==> src/rtl/c64_bus_pkg.sv <==
// rtl/c64_bus_pkg.sv - shared types and constants for the C64 bus arbiter (ARB_DMA_EN adds DMA_OWN)
package c64_bus_pkg;

    localparam logic PHI1             = 1'b0;
    localparam logic PHI2             = 1'b1;
    localparam int   BA_DELAY_DEFAULT = 3;
    localparam int   BA_CNT_W         = 8;

`ifdef ARB_DMA_EN
    typedef enum logic [1:0] {
        CPU_OWN = 2'd0,
        BA_WAIT = 2'd1,
        VIC_OWN = 2'd2,
        DMA_OWN = 2'd3
    } arb_state_t;

    typedef struct packed {
        logic ba;
        logic aec;
        logic cpu_rdy;
        logic dma_gnt;
    } arb_flags_t;
`else
    typedef enum logic [1:0] {
        CPU_OWN = 2'd0,
        BA_WAIT = 2'd1,
        VIC_OWN = 2'd2
    } arb_state_t;

    typedef struct packed {
        logic ba;
        logic aec;
        logic cpu_rdy;
    } arb_flags_t;
`endif

    // Handshake outputs that belong to each ownership state
    function automatic arb_flags_t flags_for(arb_state_t s);
        arb_flags_t f;
        f = '1;
        case (s)
            BA_WAIT: begin
                f.ba      = 1'b0;
                f.cpu_rdy = 1'b0;
            end
            VIC_OWN: begin
                f.ba      = 1'b0;
                f.aec     = 1'b0;
                f.cpu_rdy = 1'b0;
            end
`ifdef ARB_DMA_EN
            DMA_OWN: f.cpu_rdy = 1'b0;
`endif
            default: ;
        endcase
`ifdef ARB_DMA_EN
        f.dma_gnt = (s == DMA_OWN);
`endif
        return f;
    endfunction

endpackage

==> src/rtl/arb_ba_timer.sv <==
// rtl/arb_ba_timer.sv - bus-available countdown between BA falling and the VIC taking phi2
module arb_ba_timer
    import c64_bus_pkg::*;
#(
    parameter int W = BA_CNT_W
) (
    input  logic         clk,
    input  logic         reset,
    input  logic         load,
    input  logic [W-1:0] load_val,
    input  logic         dec,
    output logic         zero
);

    logic [W-1:0] count;

    // Load on BA fall, then count down once per completed bus cycle
    always_ff @(posedge clk or negedge reset) begin
        if (!reset) begin
            count <= '0;
        end else if (load) begin
            count <= load_val;
        end else if (dec && (count != '0)) begin
            count <= count - 1'b1;
        end
    end

    // High when the decrement at the end of this bus cycle lands on zero,
    // so the FSM hands the slot over on exactly that edge
    assign zero = (count <= W'(1));

endmodule

==> src/rtl/c64_bus_arbiter.sv <==
// rtl/c64_bus_arbiter.sv - phi1/phi2 bus arbiter for CPU, VIC badline and optional DMA (ARB_DMA_EN)
module c64_bus_arbiter
    import c64_bus_pkg::*;
#(
    parameter int BA_DELAY = BA_DELAY_DEFAULT
) (
    input  logic        clk,
    input  logic        reset,
    input  logic [15:0] cpu_ab,
    input  logic [7:0]  cpu_do,
    input  logic        cpu_we,
    input  logic [15:0] vic_ab,
    input  logic        vic_badline,
`ifdef ARB_DMA_EN
    input  logic        dma_req,
    input  logic [15:0] dma_ab,
    input  logic [7:0]  dma_do,
    input  logic        dma_we,
    output logic        dma_gnt,
`endif
    output logic [15:0] mem_ab,
    output logic [7:0]  mem_do,
    output logic        mem_we,
    output logic        phi2,
    output logic        ba,
    output logic        aec,
    output logic        cpu_rdy
);

    logic       phase;
    arb_state_t state;
    arb_flags_t flags;
    logic       bus_end;
    logic       ba_load;
    logic       ba_dec;
    logic       ba_zero;

    // Ownership only changes on the edge that closes phi2
    assign bus_end = (phase == PHI2);

    // BA countdown starts whenever a badline is seen by an owner that is not yet waiting
    always_comb begin
        ba_load = 1'b0;
        if (bus_end && vic_badline) begin
            case (state)
                CPU_OWN: ba_load = 1'b1;
`ifdef ARB_DMA_EN
                DMA_OWN: ba_load = 1'b1;
`endif
                default: ba_load = 1'b0;
            endcase
        end
    end

    assign ba_dec = bus_end && (state == BA_WAIT);

    arb_ba_timer #(
        .W (BA_CNT_W)
    ) u_ba_timer (
        .clk      (clk),
        .reset    (reset),
        .load     (ba_load),
        .load_val (BA_CNT_W'(BA_DELAY)),
        .dec      (ba_dec),
        .zero     (ba_zero)
    );

    // Phase toggle plus ownership FSM; handshake flags are registered with the state
    always_ff @(posedge clk or negedge reset) begin
        if (!reset) begin
            phase <= PHI1;
            state <= CPU_OWN;
            flags <= flags_for(CPU_OWN);
        end else begin
            phase <= ~phase;
            if (bus_end) begin
                case (state)
                    CPU_OWN: begin
                        if (vic_badline) begin
                            if (BA_DELAY == 0) begin
                                state <= VIC_OWN;
                                flags <= flags_for(VIC_OWN);
                            end else begin
                                state <= BA_WAIT;
                                flags <= flags_for(BA_WAIT);
                            end
                        end
`ifdef ARB_DMA_EN
                        else if (dma_req) begin
                            state <= DMA_OWN;
                            flags <= flags_for(DMA_OWN);
                        end
`endif
                    end
                    BA_WAIT: begin
                        if (!vic_badline) begin
                            state <= CPU_OWN;
                            flags <= flags_for(CPU_OWN);
                        end else if (ba_zero) begin
                            state <= VIC_OWN;
                            flags <= flags_for(VIC_OWN);
                        end
                    end
                    VIC_OWN: begin
                        if (!vic_badline) begin
                            state <= CPU_OWN;
                            flags <= flags_for(CPU_OWN);
                        end
                    end
`ifdef ARB_DMA_EN
                    DMA_OWN: begin
                        if (vic_badline) begin
                            if (BA_DELAY == 0) begin
                                state <= VIC_OWN;
                                flags <= flags_for(VIC_OWN);
                            end else begin
                                state <= BA_WAIT;
                                flags <= flags_for(BA_WAIT);
                            end
                        end else if (!dma_req) begin
                            state <= CPU_OWN;
                            flags <= flags_for(CPU_OWN);
                        end
                    end
`endif
                    default: begin
                        state <= CPU_OWN;
                        flags <= flags_for(CPU_OWN);
                    end
                endcase
            end
        end
    end

    assign phi2    = phase;
    assign ba      = flags.ba;
    assign aec     = flags.aec;
    assign cpu_rdy = flags.cpu_rdy;
`ifdef ARB_DMA_EN
    assign dma_gnt = flags.dma_gnt;
`endif

    // Zero-latency bus mux: VIC always has phi1, the current owner has phi2
    always_comb begin
        mem_ab = vic_ab;
        mem_do = cpu_do;
        mem_we = 1'b0;
`ifdef ARB_DMA_EN
        if (state == DMA_OWN) begin
            mem_do = dma_do;
        end
`endif
        if (phase == PHI2) begin
            case (state)
                CPU_OWN, BA_WAIT: begin
                    mem_ab = cpu_ab;
                    mem_we = cpu_we;
                end
`ifdef ARB_DMA_EN
                DMA_OWN: begin
                    mem_ab = dma_ab;
                    mem_we = dma_we;
                end
`endif
                default: begin
                    mem_ab = vic_ab;
                    mem_we = 1'b0;
                end
            endcase
        end
    end

endmodule

==> config.mk <==
export PLATFORM = sky130hd
export DESIGN_NAME = c64_bus_arbiter
export DESIGN_NICKNAME = d
export VERILOG_FILES = /design/src/rtl/c64_bus_pkg.sv /design/src/rtl/arb_ba_timer.sv /design/src/rtl/c64_bus_arbiter.sv
export SDC_FILE = /design/constraint.sdc
export NUM_CORES = 1
export LEC_CHECK = 0
export BUFFER_PORTS_ARGS = -buffer_cell sky130_fd_sc_hd__buf_2
export CAP_MARGIN = 20
export CORE_MARGIN = 5
export CORE_UTILIZATION = 46
export DETAILED_ROUTE_END_ITERATION = 10
export GPL_TIMING_DRIVEN = 0
export PLACE_DENSITY_LB_ADDON = 0.12
export SLEW_MARGIN = 10
export SYNTH_ARGS = -nofsm -noshare
export SYNTH_HDL_FRONTEND = slang
export SYNTH_HIERARCHICAL = 1
export SYNTH_SLANG_ARGS = --single-unit
==> constraint.sdc <==
create_clock -name clk -period 5.8 [get_ports clk]
set_input_delay 0.58 -clock clk [delete_from_list [all_inputs] [get_ports clk]]
set_output_delay 0.58 -clock clk [all_outputs]
set_load 0.05 [all_outputs]
==> results_dict.tcl <==
set metrics [dict create \
    rrSetupSlack_ns 3.32 \
    powerDensity_mw_per_mm2 200 \
    clock_latency_ns 0.28 \
    dieArea_mm2 0.00365 \
    via_per_inst 5.21 \
    post-dp-hpwl_um 2570 \
    synth_top_area_share_pct 23.6 \
    cp_top_family "simple AND/OR/NAND/NOR gates" \
    power_leakage_nw 0.796 \
    cts.sinks 13 \
    coreArea_mm2 0.00245 \
    dp_cells 224 \
    netlist_area_mm2 0.00117 \
    wirelength_um 3120 \
    fp.dieW_um 60.4 \
    synth_flop_cell "dfrtp_1" \
    crit_path_start_kind "flop" \
    outcome "complete, no violations" \
    ir_drop_uv 148 \
    track_usage_pct 16.4 \
    routabilityCongestion 0.833 \
    cp.arrival_ns 2.68 \
    slew_headroom_pct 60.6 \
    drt_iter0_drc 56 \
    htree_levels 1 \
    finalSetupViolCount 0 \
    grt_pass1_vias 1060 \
    grt_max_degree 14 \
    crit_path_cell_trace "nand2b_4 -> buf_6 -> nor2_1 -> or4b_1 -> or4_1 -> a31oi_1" \
    cts_tree "done" \
    ys_warn_count 6 \
    num_antenna_cells 0 \
    hp-class "primary input to asynchronous set/reset pin" \
    crit_type "flop to flop" \
    holdBufCountCts 0 \
    multiInputGateArea_um2 727 \
    critPathSlowestCell "or4b_1" \
    antenna_found_initial 0 \
    area_growth_pct 34.8 \
    synthTopCellsByArea "dfrtp_1, mux2_4, buf_4" \
    synth_cell_types 42 \
    layout_commonest_cell "buf_2" \
    io_pins 73 \
    post_cts_resize_count 0 \
    regArea_um2 328 \
    drc 0 \
    report.final.slew_viol_count 0 \
    hold_viol 0 \
    num_vias 1187 \
    drv_cap 0 \
    crit_cells 6 \
    reg2regPathDepth 6 \
    mostFrequentLayoutCells "buf_2, mux2_4, dfrtp_1, nor2_1, buf_4" \
    postCtsSetupRepairBufs 0 \
    start_util_pct 47.6 \
    critical_path_buf_inv_count 1 \
    skew_ns 0.00315 \
    ant_nets 0 \
    cts_buffers 3 \
    clockBufferDepth 2 \
    worst_path_largest_cell_delay_ns 0.57 \
    numPortBuffers 64 \
    grt.overflow.total 0 \
    die_height_um 60.4 \
    cts-root-buf "clkbuf_4" \
    grt_setup_unrepaired "no" \
    crit_path_end_kind "flop" \
    critPathRequiredTime_ns 6.01 \
    cp_max_fo 10 \
    stdcell_count 228 \
    syn_avg_cell_area_um2 9.42 \
    synth-edff-count 0 \
    grt_pass1_wl_um 4550 \
    max_slew.worst_pin.slew_ns 0.586 \
    clkTransAtPathRegs_ns 0.09 \
    period_share_pct 42.7 \
    ys_async_sr_fraction_pct 100 \
    routedWlPerCell_um 13.7 \
    synth_cells 124 \
    rows 18 \
    fmax_mhz 404 \
    fin_crit_ns 2.48 \
    synth.largest_area_cell "dfrtp_1" \
    nets 246 \
    ys_ff_latch 13 \
    drive_above_1_share_pct 50.0 \
    drt_pass1_iterations 4 \
    seq_area_frac_synth_pct 28.1 \
    setup-tns-final_ns 0 \
    n_fill_cell 215 \
]
[through the flow]
step	setup slack [ns]	instance area (um^2)	hold slack [ns]	utilization (%)	total power, mW
6_report	3.32	1580	0.171	64.2	0.315
5_1_grt	3.17	1580	0.185	64.2	0.335
4_1_cts	3.33	1580	0.180	64.2	0.317
3_5_place_dp	3.33	1550	0.492	63.1	0.257
3_3_place_gp	3.39	1550	0.485	63.1	0.253
2_1_floorplan	3.33	1190	0.284	-	0.220
[report_power, final]
| part | internal, mW | total [mW] | switching, mW | leakage [nW] |
|---|---|---|---|---|
| clock network | 0.0267 | 0.0590 | 0.0323 | 0.0150 |
| logic | 0.0517 | 0.135 | 0.0830 | 0.633 |
| registers | 0.105 | 0.121 | 0.0160 | 0.148 |
[cell type report]
type | instances | share of cell area (%)
Buffer | 15 | 6.75
Timing Repair Buffer | 64 | 20.3
Sequential cell | 13 | 20.8
Inverter | 8 | 1.91
Clock buffer | 4 | 1.67
Tap cell | 30 | 2.38
Multi-Input combinational cell | 94 | 46.1
[synthesized netlist by cell type, types with 3 or more instances]
cell type   n
mux2_2      4
nand2b_1    4
or4_1       3
a21oi_1     5
mux2_4     12
nor2_1      9
a31oi_1     4
ha_1        3
buf_4       9
nor3_1      4
clkbuf_1    3
nand2_1     5
dfrtp_1    11
inv_1       8
[path summary, 6_finish.rpt]
path	startpoint	endpoint
setup reg to reg	state[1]	u_ba_timer/count[7]
setup / recovery	state[1]	u_ba_timer/count[7]
hold reg to reg	ba	ba
max in group asynchronous	reset	ba
hold / removal	reset	u_ba_timer/count[3]
min in group clk	ba	ba
[layer usage]
layer  global-route usage [%]  part of all wire (%)  wire length [um]
met4                     3.80                  0.48                15
met5                        0                     0                 0
met2                     31.3                    54              1700
met1                     18.0                    36              1120
met3                     4.04                   9.4               295
[worst reg2reg max path: cells and delay by family (launching register included)]
kind,cells,cell delay (ns)
buffers and inverters,1,0.15
AOI/OAI and AO/OA,1,0.17
and+or+nand+nor,4,1.61
DFF,1,0.46
[cells by family after synthesis]
group	after synthesis	synth area share (%)
mux	16	19.3
buf+inv	23	11.7
flops	13	28.1
simple gates	39	19.4
compound gates	28	17.8
other cells	2	0.643
fa+ha+maj	3	3.21
[state kept, by name (all words and copies together) (netlist names)]
register and count:
phi2 1, u_ba_timer/count 8, aec 1, ba 1
state 2
Note: power is estimated with default switching activity, not from simulation.
